$ cat config.mk
export PLATFORM = sky130hd
export DESIGN_NAME = process_compare_engine
export DESIGN_NICKNAME = d
export VERILOG_FILES = /design/src/rtl/process_compare_engine.sv
export SDC_FILE = /design/constraint.sdc
export NUM_CORES = 1
export LEC_CHECK = 0
export ABC_CLOCK_PERIOD_IN_PS = 9130
export CORE_MARGIN = 8
export CORE_UTILIZATION = 43
export DETAILED_ROUTE_END_ITERATION = 8
export GPL_TIMING_DRIVEN = 0
export PLACE_DENSITY = 0.59
export SETUP_SLACK_MARGIN = 0.15
export SLEW_MARGIN = 0
export SYNTH_ARGS = -nofsm -noshare
export SYNTH_HDL_FRONTEND = slang
export SYNTH_SLANG_ARGS = --single-unit
$ cat constraint.sdc
create_clock -name clock -period 9.13 [get_ports clock]
set_input_delay 1.826 -clock clock [delete_from_list [all_inputs] [get_ports clock]]
set_output_delay 1.826 -clock clock [all_outputs]
set_load 0.01 [all_outputs]
$ cat src/rtl/process_compare_engine.sv
// One process slot: executes a loadable compare/add/jump program over a register file, one instruction per cycle.
// A run stops on HALT, an illegal opcode, falling off the end of the program, or an exhausted step budget.
module process_compare_engine #(
  parameter  int WIDTH      = 8,
  parameter  int NREGS      = 16,
  parameter  int PROG_DEPTH = 32,
  parameter  int MAX_STEPS  = 100,
  localparam int RW         = $clog2(NREGS),
  localparam int PW         = $clog2(PROG_DEPTH),
  localparam int IW         = 4 + 3 * RW + WIDTH,
  localparam int SWN        = $clog2(MAX_STEPS + 1),
  localparam int SW         = (SWN > 8) ? SWN : 8
) (
  input  logic             clock,
  input  logic             reset,
  input  logic             prog_we,
  input  logic [PW-1:0]    prog_addr,
  input  logic [IW-1:0]    prog_data,
  input  logic             start,
  output logic             busy,
  output logic             stop,
  output logic [WIDTH-1:0] return_code,
  output logic             timeout,
  output logic [PW:0]      pc,
  output logic [SW-1:0]    steps,
  input  logic [RW-1:0]    rd_addr,
  output logic [WIDTH-1:0] rd_data
);

  typedef enum logic [1:0] {IDLE, RUN, DONE} state_t;

  typedef struct packed {
    logic [3:0]       op;
    logic [RW-1:0]    d;
    logic [RW-1:0]    a;
    logic [RW-1:0]    b;
    logic [WIDTH-1:0] imm;
  } instr_t;

  localparam logic [3:0] OP_NOP  = 4'd0;
  localparam logic [3:0] OP_SETI = 4'd1;
  localparam logic [3:0] OP_GE   = 4'd2;
  localparam logic [3:0] OP_GT   = 4'd3;
  localparam logic [3:0] OP_LE   = 4'd4;
  localparam logic [3:0] OP_LT   = 4'd5;
  localparam logic [3:0] OP_NE   = 4'd6;
  localparam logic [3:0] OP_EQ   = 4'd7;
  localparam logic [3:0] OP_JT   = 4'd8;
  localparam logic [3:0] OP_JF   = 4'd9;
  localparam logic [3:0] OP_ADD  = 4'd10;
  localparam logic [3:0] OP_HALT = 4'd11;

  localparam logic [PW:0]      PC_END  = (PW + 1)'(PROG_DEPTH);
  localparam logic [SW-1:0]    LAST_ST = SW'(MAX_STEPS - 1);
  localparam logic [WIDTH-1:0] RC_ILL  = '1;
  localparam logic [WIDTH-1:0] RC_TMO  = RC_ILL - WIDTH'(1);

  state_t           state;
  logic [IW-1:0]    mem  [PROG_DEPTH];
  logic [WIDTH-1:0] regs [NREGS];
  instr_t           ins;
  logic [WIDTH-1:0] ra, rb;
  logic             cmp;
  logic [PW:0]      pc_inc, pc_tgt;

  assign rd_data = regs[rd_addr];
  assign ins     = instr_t'(mem[pc[PW-1:0]]);
  assign ra      = regs[ins.a];
  assign rb      = regs[ins.b];
  assign pc_inc  = pc + (PW + 1)'(1);
  assign pc_tgt  = {1'b0, ins.imm[PW-1:0]};

  always_comb begin
    cmp = 1'b0;
    case (ins.op)
      OP_GE:   cmp = (ra >= rb);
      OP_GT:   cmp = (ra >  rb);
      OP_LE:   cmp = (ra <= rb);
      OP_LT:   cmp = (ra <  rb);
      OP_NE:   cmp = (ra != rb);
      OP_EQ:   cmp = (ra == rb);
      default: cmp = 1'b0;
    endcase
  end

  // Program memory is deliberately outside reset so a reset mid-run keeps the loaded program.
  always_ff @(posedge clock) begin
    if (prog_we && state != RUN) mem[prog_addr] <= prog_data;
  end

  always_ff @(posedge clock or posedge reset) begin
    if (reset) begin
      state       <= IDLE;
      pc          <= '0;
      steps       <= '0;
      return_code <= '0;
      timeout     <= 1'b0;
      busy        <= 1'b0;
      stop        <= 1'b0;
      for (int i = 0; i < NREGS; i++) regs[i] <= '0;
    end else begin
      case (state)
        IDLE, DONE: begin
          if (start) begin
            state       <= RUN;
            busy        <= 1'b1;
            stop        <= 1'b0;
            pc          <= '0;
            steps       <= '0;
            return_code <= '0;
            timeout     <= 1'b0;
            for (int i = 0; i < NREGS; i++) regs[i] <= '0;
          end
        end
        RUN: begin
          if (pc == PC_END) begin
            state       <= DONE;
            busy        <= 1'b0;
            stop        <= 1'b1;
            return_code <= '0;
          end else if (ins.op == OP_HALT) begin
            state       <= DONE;
            busy        <= 1'b0;
            stop        <= 1'b1;
            return_code <= ins.imm;
          end else if (ins.op > OP_HALT) begin
            state       <= DONE;
            busy        <= 1'b0;
            stop        <= 1'b1;
            return_code <= RC_ILL;
          end else begin
            steps <= steps + SW'(1);
            pc    <= pc_inc;
            case (ins.op)
              OP_SETI: regs[ins.d] <= ins.imm;
              OP_ADD:  regs[ins.d] <= ra + rb;
              OP_JT:   if (ra != '0) pc <= pc_tgt;
              OP_JF:   if (ra == '0) pc <= pc_tgt;
              OP_GE, OP_GT, OP_LE, OP_LT, OP_NE, OP_EQ:
                regs[ins.d] <= {{(WIDTH-1){1'b0}}, cmp};
              default: ;
            endcase
            // Budget exhaustion only applies to ordinary instructions; HALT and illegal exit above.
            if (steps == LAST_ST) begin
              state       <= DONE;
              busy        <= 1'b0;
              stop        <= 1'b1;
              timeout     <= 1'b1;
              return_code <= RC_TMO;
            end
          end
        end
        default: state <= IDLE;
      endcase
    end
  end

endmodule

# --- After elaboration in Yosys (flattened, before gate mapping) ---
# Memories as Yosys holds them, arrays and structs flattened.
# Cells that the tools add are included.
op_classes:
  n_reduce_logical: 13
  n_addsub: 3
  n_bitwise: 4
  n_eq_ne: 25
  n_lt_le_gt_ge: 10
  mux: 63
op_table:
  columns: ["cell", "count"]
  rows:
  - ["two-way mux 128 bit", 4]
  - ["bitwise mux 128 bit", 3]
  - ["one-hot mux 128 bit (3 select lines)", 1]
  - ["one-hot mux 128 bit (2 select lines)", 1]
  - ["two-way mux 8 bit", 15]
  - ["binary-select mux 8 bit (select 4 bit)", 3]
  - ["two-way mux 6 bit", 6]
  - ["demux 8 bit (select 4 bit)", 1]
  - ["one-hot mux 8 bit (2 select lines)", 2]
  - ["one-hot mux 6 bit (2 select lines)", 2]
  - [">= comparator 5 bit (second input constant)", 4]
  - ["NOT 4 -> 5 bit", 4]
  - ["== test 4 x 3 -> 1 bit (second input constant)", 4]
  - ["== test 4 bit (second input constant)", 4]
  - ["two-way mux 1 bit", 15]
  - ["AND reduction 6 bit", 2]
  - ["two-way mux 2 bit", 5]
  - ["!= test 2 bit (second input constant)", 5]
  - ["adder 8 x 1 -> 8 bit (second input constant)", 1]
  - ["adder 8 bit", 1]
  - ["== test 4 x 2 -> 1 bit (second input constant)", 2]
  - ["== test 8 x 7 -> 1 bit (second input constant)", 1]
  - ["== test 8 bit", 1]
  - [">= comparator 8 bit", 1]
  - ["27 further kinds", 30]
totals:
  mem_bits_rw: 768
  inputBits: 37
  elab_cells: 142
  reg_bits: 155
  memories: 1
  output_inout_bits: 33
memory_table:
  columns: ["name", "depth", "width", "rd", "rd_clocked_by_memory_dff", "wr", "line", "rtl"]
  rows:
  - ["mem", 32, 24, 1, 0, 1, "59", "logic [IW-1:0] mem [PROG_DEPTH];"]

# --- Longest topological paths before layout ---
# An unclocked memory read counts as a cell.
depth:
  depth_word: 13
  ltp_mapped: 30
  mapped_depth_nobuf: 20

# --- Worst setup path after synthesis ---
# Ideal clock, no wire load.
synth_timing:
  kind: "reg2reg"
  from: "register pc[0]"
  to: "register regs[54] (netlist name)"
  path_slack_ns: 2.154
  stages_incl_launch_ff: 30
  setup_time_ns: 0.067
  t_required_ns: 9.063
  arrival_ns: 6.910
  period_less_slack_ns: 6.976
  path_buffers: 12
  cell_sequence: "dfrtp_1 buf_4 buf_6 buf_6 buf_6 buf_6 buf_2 buf_2 buf_2 buf_2 buf_2 mux4_2 mux4_2 mux2i_1 clkbuf_1 a211oi_1 a211oi_1 a21oi_1 ha_1 fa_1 a21oi_1 nor2_1 nor2_1 o21bai_1 a21oi_1 xnor2_1 a21oi_1 nor2_1 clkbuf_1 a22o_1"
synth_between:
  elab_chain_cells: 12
  word_cells_on_any_way: 41
synth_lines:
  columns: ["element", "line", "rtl"]
  rows:
  - ["start, declared", "24", "output logic [PW:0] pc,"]
  - ["start signal, assigned", "133", "pc <= pc_inc;"]
  - ["start signal, assigned", "137", "OP_JT: if (ra != '0) pc <= pc_tgt;"]
  - ["start signal, assigned", "138", "OP_JF: if (ra == '0) pc <= pc_tgt;"]
  - ["memory read (32 x 24 bit)", null, null]
  - ["NOT 4 -> 5 bit, on equally long branches", null, null]
  - ["binary-select mux 8 bit (select 4 bit) (tied with other cells)", "68", "assign ra = regs[ins.a];"]
  - ["two-way mux 8 bit (not written as such) (tied with other cells)", "68", null]
  - ["two-way mux 8 bit, on equally long branches", null, null]
  - ["adder 8 bit / demux 8 bit (select 4 bit) (equally long branches)", "136, 135, 140", null]
  - ["bitwise mux 128 bit, on equally long branches", "136, 135, 140", null]
  - ["one-hot mux 128 bit (3 select lines)", "134", "case (ins.op)"]
  - ["two-way mux 128 bit", "126", "end else if (ins.op > OP_HALT) begin"]
  - ["two-way mux 128 bit", "121", "end else if (ins.op == OP_HALT) begin"]
  - ["two-way mux 128 bit", "116", "if (pc == PC_END) begin"]
  - ["one-hot mux 128 bit (2 select lines)", "102", "case (state)"]
  - ["end signal, assigned by index", "135", "OP_SETI: regs[ins.d] <= ins.imm;"]
  - ["end signal, assigned by index", "136", "OP_ADD: regs[ins.d] <= ra + rb;"]
  - ["end signal, assigned by index", "140", "regs[ins.d] <= {{(WIDTH-1){1'b0}}, cmp};"]
  - ["end, declared", "60", "logic [WIDTH-1:0] regs [NREGS];"]
# Parallel ways exist; a longest one is shown, timed or not. The select of a mux whose other input is x is not followed.
# A chain may end at the register's enable or synchronous reset.

# --- Worst setup path in the final report ---
layout_timing:
  from: "register pc[1]"
  to: "register regs[72] (netlist name)"
layout_between:
  elab_chain_cells: 13
  word_cells_on_any_way: 48
layout_lines:
  columns: ["element", "line", "rtl"]
  rows:
  - ["memory read (32 x 24 bit)", null, null]
  - ["NOT 4 -> 5 bit, on equally long branches", "68, 69", null]
  - ["binary-select mux 8 bit (select 4 bit), on equally long branches", "68, 69", null]
  - ["two-way mux 8 bit, on equally long branches (2 in a row)", "68, 69", null]
  - ["< comparator 8 bit (tied with other cells)", "79", "OP_LT: cmp = (ra < rb);"]
  - ["one-hot mux 1 bit (6 select lines)", "75", "case (ins.op)"]
  - ["bitwise mux 128 bit", "140", null]
  - ["one-hot mux 128 bit (3 select lines)", "134", null]
  - ["two-way mux 128 bit", "126", null]
  - ["two-way mux 128 bit", "121", null]
  - ["two-way mux 128 bit", "116", null]
  - ["one-hot mux 128 bit (2 select lines)", "102", null]
# Parallel ways exist; a longest one is shown, timed or not. The select of a mux whose other input is x is not followed.

==> results_tabular.tex <==
\begin{tabular}{lr}
\hline
Metric & Value \\
\hline
\multicolumn{2}{l}{\textbf{Power and ir drop}} \\
Switching share of power & 36.5\% \\
Total net switching power & between 4000 and 5000 uW \\
Maximum vdd ir drop & $\sim$0.00019 V \\
Sequential cell fraction of total power & 36.2\% \\
Part of the power in combinational logic & a little over a third \\
Int Power & 8550 uW \\
Power density normalized to cell area & approximately 290 nW/um\^{}2 \\
Leakage power total & 0.0150 uW \\
Clock Power Share & approximately 28\% \\
\multicolumn{2}{l}{\textbf{Synthesis}} \\
Net count after synthesis & between 2000 and 2500 \\
Cell count after synthesis & 2124 \\
Count of flip-flops with a built-in enable after synthesis & 768 \\
Sequential share of the synthesized area & 68.2\% \\
Flip-flop and latch count after synthesis & between 900 and 1000 \\
Total of warnings raised by yosys & 0 \\
Ys flop type & sky130\_fd\_sc\_hd\_\_edfxtp\_1 \\
Mapped cell area & between 30000 and 40000 sq um \\
Cell variety after synth & 64 \\
Avg Synthesized Cell Area & between 15 and 20 sq um \\
Async set or reset register ratio after synthesis & about 17\% \\
\multicolumn{2}{l}{\textbf{Final layout}} \\
Area used by multi-input combinational logic & 12200 sq um \\
Final nets & 2381 \\
Final cell utilization of the core & between 50\% and 60\% \\
Area added between synthesis and finish & 16.0\% \\
Final instance area & between 40000 and 50000 sq um \\
Sequential cell area & 26900 sq um \\
Filler cells & approximately 7400 \\
Most common cell after layout, fill and taps aside & sky130\_fd\_sc\_hd\_\_edfxtp\_1 \\
Share of post-route cells with drive strength above 1 & around a quarter \\
Commonest non-fill, non-tap cells in the layout & sky130\_fd\_sc\_hd\_\_edfxtp\_1, sky130\_fd\_sc\_hd\_\_mux4\_2, sky130\_fd\_sc\_hd\_\_dfrtp\_1, sky130\_fd\_sc\_hd\_\_a22o\_1, sky130\_fd\_sc\_hd\_\_clkbuf\_16 \\
\multicolumn{2}{l}{\textbf{Critical path}} \\
Setup CP Type & reg2reg \\
Launch instance of the worst register-to-register path & pc[1] \\
RR Endpoint & regs[72] \\
Cell family with the largest share of critical-path delay & buffers and inverters \\
Worst path slowest cell & sky130\_fd\_sc\_hd\_\_clkbuf\_1 \\
Critical path capture point type & register \\
Crit path buffers/inverters & 9 \\
Top fanout value on the critical path & 10 \\
CP Launch Type & register \\
Crit-path cells & clkbuf\_4 -> buf\_4 -> buf\_2 -> buf\_2 -> buf\_2 -> buf\_2 -> mux4\_2 -> mux4\_2 -> mux2i\_4 -> clkbuf\_1 -> clkbuf\_1 -> a211oi\_1 -> a211oi\_1 -> a211oi\_1 -> a21oi\_1 -> ha\_1 -> nor4\_1 -> nand2\_1 -> inv\_1 -> a211oi\_1 -> o31a\_1 -> a221oi\_2 -> nor2\_1 -> a22o\_1 \\
Length in cells of the worst reg-to-reg path & 24 \\
Delay of the slowest cell on the worst path & 0.66 ns \\
Critical path required time & between 9 and 10 ns \\
Slack of the worst reg-to-reg path & 0.40 ns \\
Endpoint arrival time on the critical path & $\sim$9.3 ns \\
\multicolumn{2}{l}{\textbf{Timing}} \\
Final clock skew & about 0.06 ns \\
Pin slew with the least headroom to its limit & 1.56 ns \\
RSZ-0062 raised after global routing & no \\
Hold WS & approximately 0.48 ns \\
Fmax & approximately 110 MHz \\
Sum of negative setup slack & 0 ns \\
Final critical-path setup slack & around 0.40 ns \\
Final worst path period need & just under 9 ns \\
Final worst-path cycle share & 95.6\% \\
Number of hold violations in the final report & 0 \\
Final setup violating endpoints & 0 \\
Worst slew margin & -4.76\% \\
Final Max Slew Viols & 9 \\
\multicolumn{2}{l}{\textbf{Route}} \\
Routed length per instance & roughly 33 um \\
Final Routed Wirelength & between 100 and 150 mm \\
Antenna viol nets, final & 0 \\
Number of iterations in the first detailed-routing pass & 5 \\
Vias & around 23000 \\
Starting DRC count in detailed routing & 2662 \\
Number of DRC violations after detailed routing & 0 \\
Vias per std cell & roughly 6.3 \\
\multicolumn{2}{l}{\textbf{Clocking}} \\
Clock root buffer master & sky130\_fd\_sc\_hd\_\_clkbuf\_16 \\
CTS tree & built \\
Number of buffers inserted by post-CTS setup repair & 0 \\
Post-CTS Hold Buffers & 0 \\
Sink Count & about 920 \\
Maximum count of clock buffers along a single path & 3 \\
Number of buffers created by CTS & 97 \\
Worst-path clk slew & around 0.060 ns \\
Source-to-sink clock delay at the later pin of the worst-skew pair & 0.69 ns \\
H-tree Lvls & 3 \\
\multicolumn{2}{l}{\textbf{Place}} \\
Global placement routability congestion & roughly 0.9 \\
Post-place instance area & about 43000 sq um \\
Half-perimeter wire length after detailed placement & 78.2 mm \\
Placement Setup Slack & -1.30 ns \\
Port buffer count & 65 \\
\multicolumn{2}{l}{\textbf{Floorplan}} \\
IO Count & 70 \\
Total Die Area & a little over 100000 sq um \\
Total number of placement rows & approximately 110 \\
Die Wd & between 300 and 400 um \\
Core region area & $\sim$90000 sq um \\
Height of the die & between 300 and 400 um \\
Starting utilization of the core area & 43.2\% \\
\multicolumn{2}{l}{\textbf{Outcome}} \\
Violated checks & capacitance limit, slew limit \\
Run status & complete, but fails checks \\
\multicolumn{2}{l}{\textbf{Global routing}} \\
Number of antenna violations at the first check in global routing & 3 \\
Maximum number of pins on one net before global-route repair & just over 100 \\
Gr ovfl total & 0 \\
Number of global-route vias before repair & approximately 24000 \\
First-pass GRT wire length & about 170 mm \\
Aggregate global-route resource usage & between 20\% and 30\% \\
\multicolumn{2}{l}{\textbf{Flow run}} \\
MaxCap Viol Count & 2 \\
\multicolumn{2}{l}{\textbf{Min path}} \\
Destination of the worst hold path & busy \\
Hold Crit Depth & 2 \\
Worst Hold Class & reg2reg \\
HP Start & busy \\
\hline
\end{tabular}
cells by family (layout without fill, tap and decap cells):
family,after synthesis,count (layout),share of synthesized area (%)
AO/OA/AOI/OAI,333,333,6.18
XOR/XNOR,13,13,0.288
adder cells (fa/ha/maj),19,19,0.621
buffers and inverters,157,439,1.77
flip-flops,923,923,68.2
multiplexers,379,379,19.1
other,0,1,0
AND/OR/NAND/NOR,300,300,3.90
how the worst max path moves through the flow:
stage | startpoint | to | slack (ns) | cells after the start
final | pc[1] | regs[72] | 0.40 | 24
after global routing | pc[1] | regs[23] | 0.16 | 29
after CTS | pc[1] | regs[72] | 0.17 | 26
after detailed placement | pc[1] | regs[72] | -1.30 | 26
after global placement | pc[1] | regs[48] | -1.61 | 26
after floorplan | pc[0] | regs[54] | 2.15 | 29
per-stage QoR:
step | cells | total power [uW]
6_report | 3593 | 13500
5_1_grt | 3592 | 13900
4_1_cts | 3591 | 13500
3_5_place_dp | 3412 | 9680
3_3_place_gp | 3375 | 9560
2_1_floorplan | 2124 | 7860
cells in the mapped netlist, types with 9 or more instances:
library cell | number | area (sq um)
sky130_fd_sc_hd__a211oi_1 | 47 | 353
sky130_fd_sc_hd__buf_1 | 17 | 63.8
sky130_fd_sc_hd__nor4_2 | 13 | 163
sky130_fd_sc_hd__ha_1 | 18 | 225
sky130_fd_sc_hd__o211ai_1 | 15 | 113
sky130_fd_sc_hd__edfxtp_1 | 768 | 23100
sky130_fd_sc_hd__mux2i_1 | 70 | 701
sky130_fd_sc_hd__a21oi_1 | 53 | 265
sky130_fd_sc_hd__nor2b_1 | 27 | 169
sky130_fd_sc_hd__mux4_2 | 298 | 6710
sky130_fd_sc_hd__inv_1 | 31 | 116
sky130_fd_sc_hd__nand3_1 | 18 | 90.1
sky130_fd_sc_hd__a22o_1 | 113 | 990
sky130_fd_sc_hd__mux2_2 | 11 | 124
sky130_fd_sc_hd__nand4_1 | 14 | 87.6
sky130_fd_sc_hd__clkbuf_1 | 63 | 236
sky130_fd_sc_hd__buf_2 | 34 | 170
sky130_fd_sc_hd__nor2_1 | 90 | 338
sky130_fd_sc_hd__a32o_1 | 9 | 90.1
sky130_fd_sc_hd__nand2b_1 | 10 | 62.6
sky130_fd_sc_hd__o21ai_1 | 20 | 100
sky130_fd_sc_hd__o21ai_0 | 32 | 160
sky130_fd_sc_hd__dfrtp_1 | 155 | 3880
sky130_fd_sc_hd__nand2_1 | 78 | 293
final cells by class:
type	instances	share of cell area [%]
sequential	923	58.8
inverter	33	0.281
clock buffer	129	5.67
timing repair buffer	103	3.19
antenna	1	0.00546
tap	1186	3.24
buffer	123	1.35
multi-input combinational	1044	26.5
clock inverter	51	0.961
worst reg2reg max path: cells and delay by family, from the launching register on:
kind            cells  cell delay, ns
mux                 3            1.33
compound gates      8            2.29
simple gates        3            0.90
fa+ha+maj           1            0.38
flops               1            0.46
buf+inv             9            3.23
power by group through the flow:
stage / combinational, uW / clock [uW] / sequential [uW]
after CTS: 4770 / 3830 / 4870
final: 4820 / 3780 / 4870
after floorplan: 2960 / 0 / 4900
after detailed placement: 4720 / 0 / 4950
after global placement: 4610 / 0 / 4950
after global routing: 5060 / 4000 / 4880
flip-flops by register name, indices dropped and copies added (netlist names):
name,cells
timeout,1
busy,1
steps,8
pc,6
mem,768
regs,128
return_code,8
stop,1
state,2
per-layer routing:
layer | vias to the layer above | track usage, % | part of all wire (%)
li1 | 9267 | - | -
met1 | 12100 | 30.0 | 40
met2 | 1051 | 37.9 | 49
met3 | 284 | 4.29 | 6.8
met4 | 4 | 9.02 | 4.3
met5 | - | 0 | 0.022
repair_timing:
item	CTS	global route
resized for setup	24	13
hold endpoints to repair	0	0
endpoints found under the setup margin	126	55
pin swaps	0	0
Power figures use the tool's default switching activity.
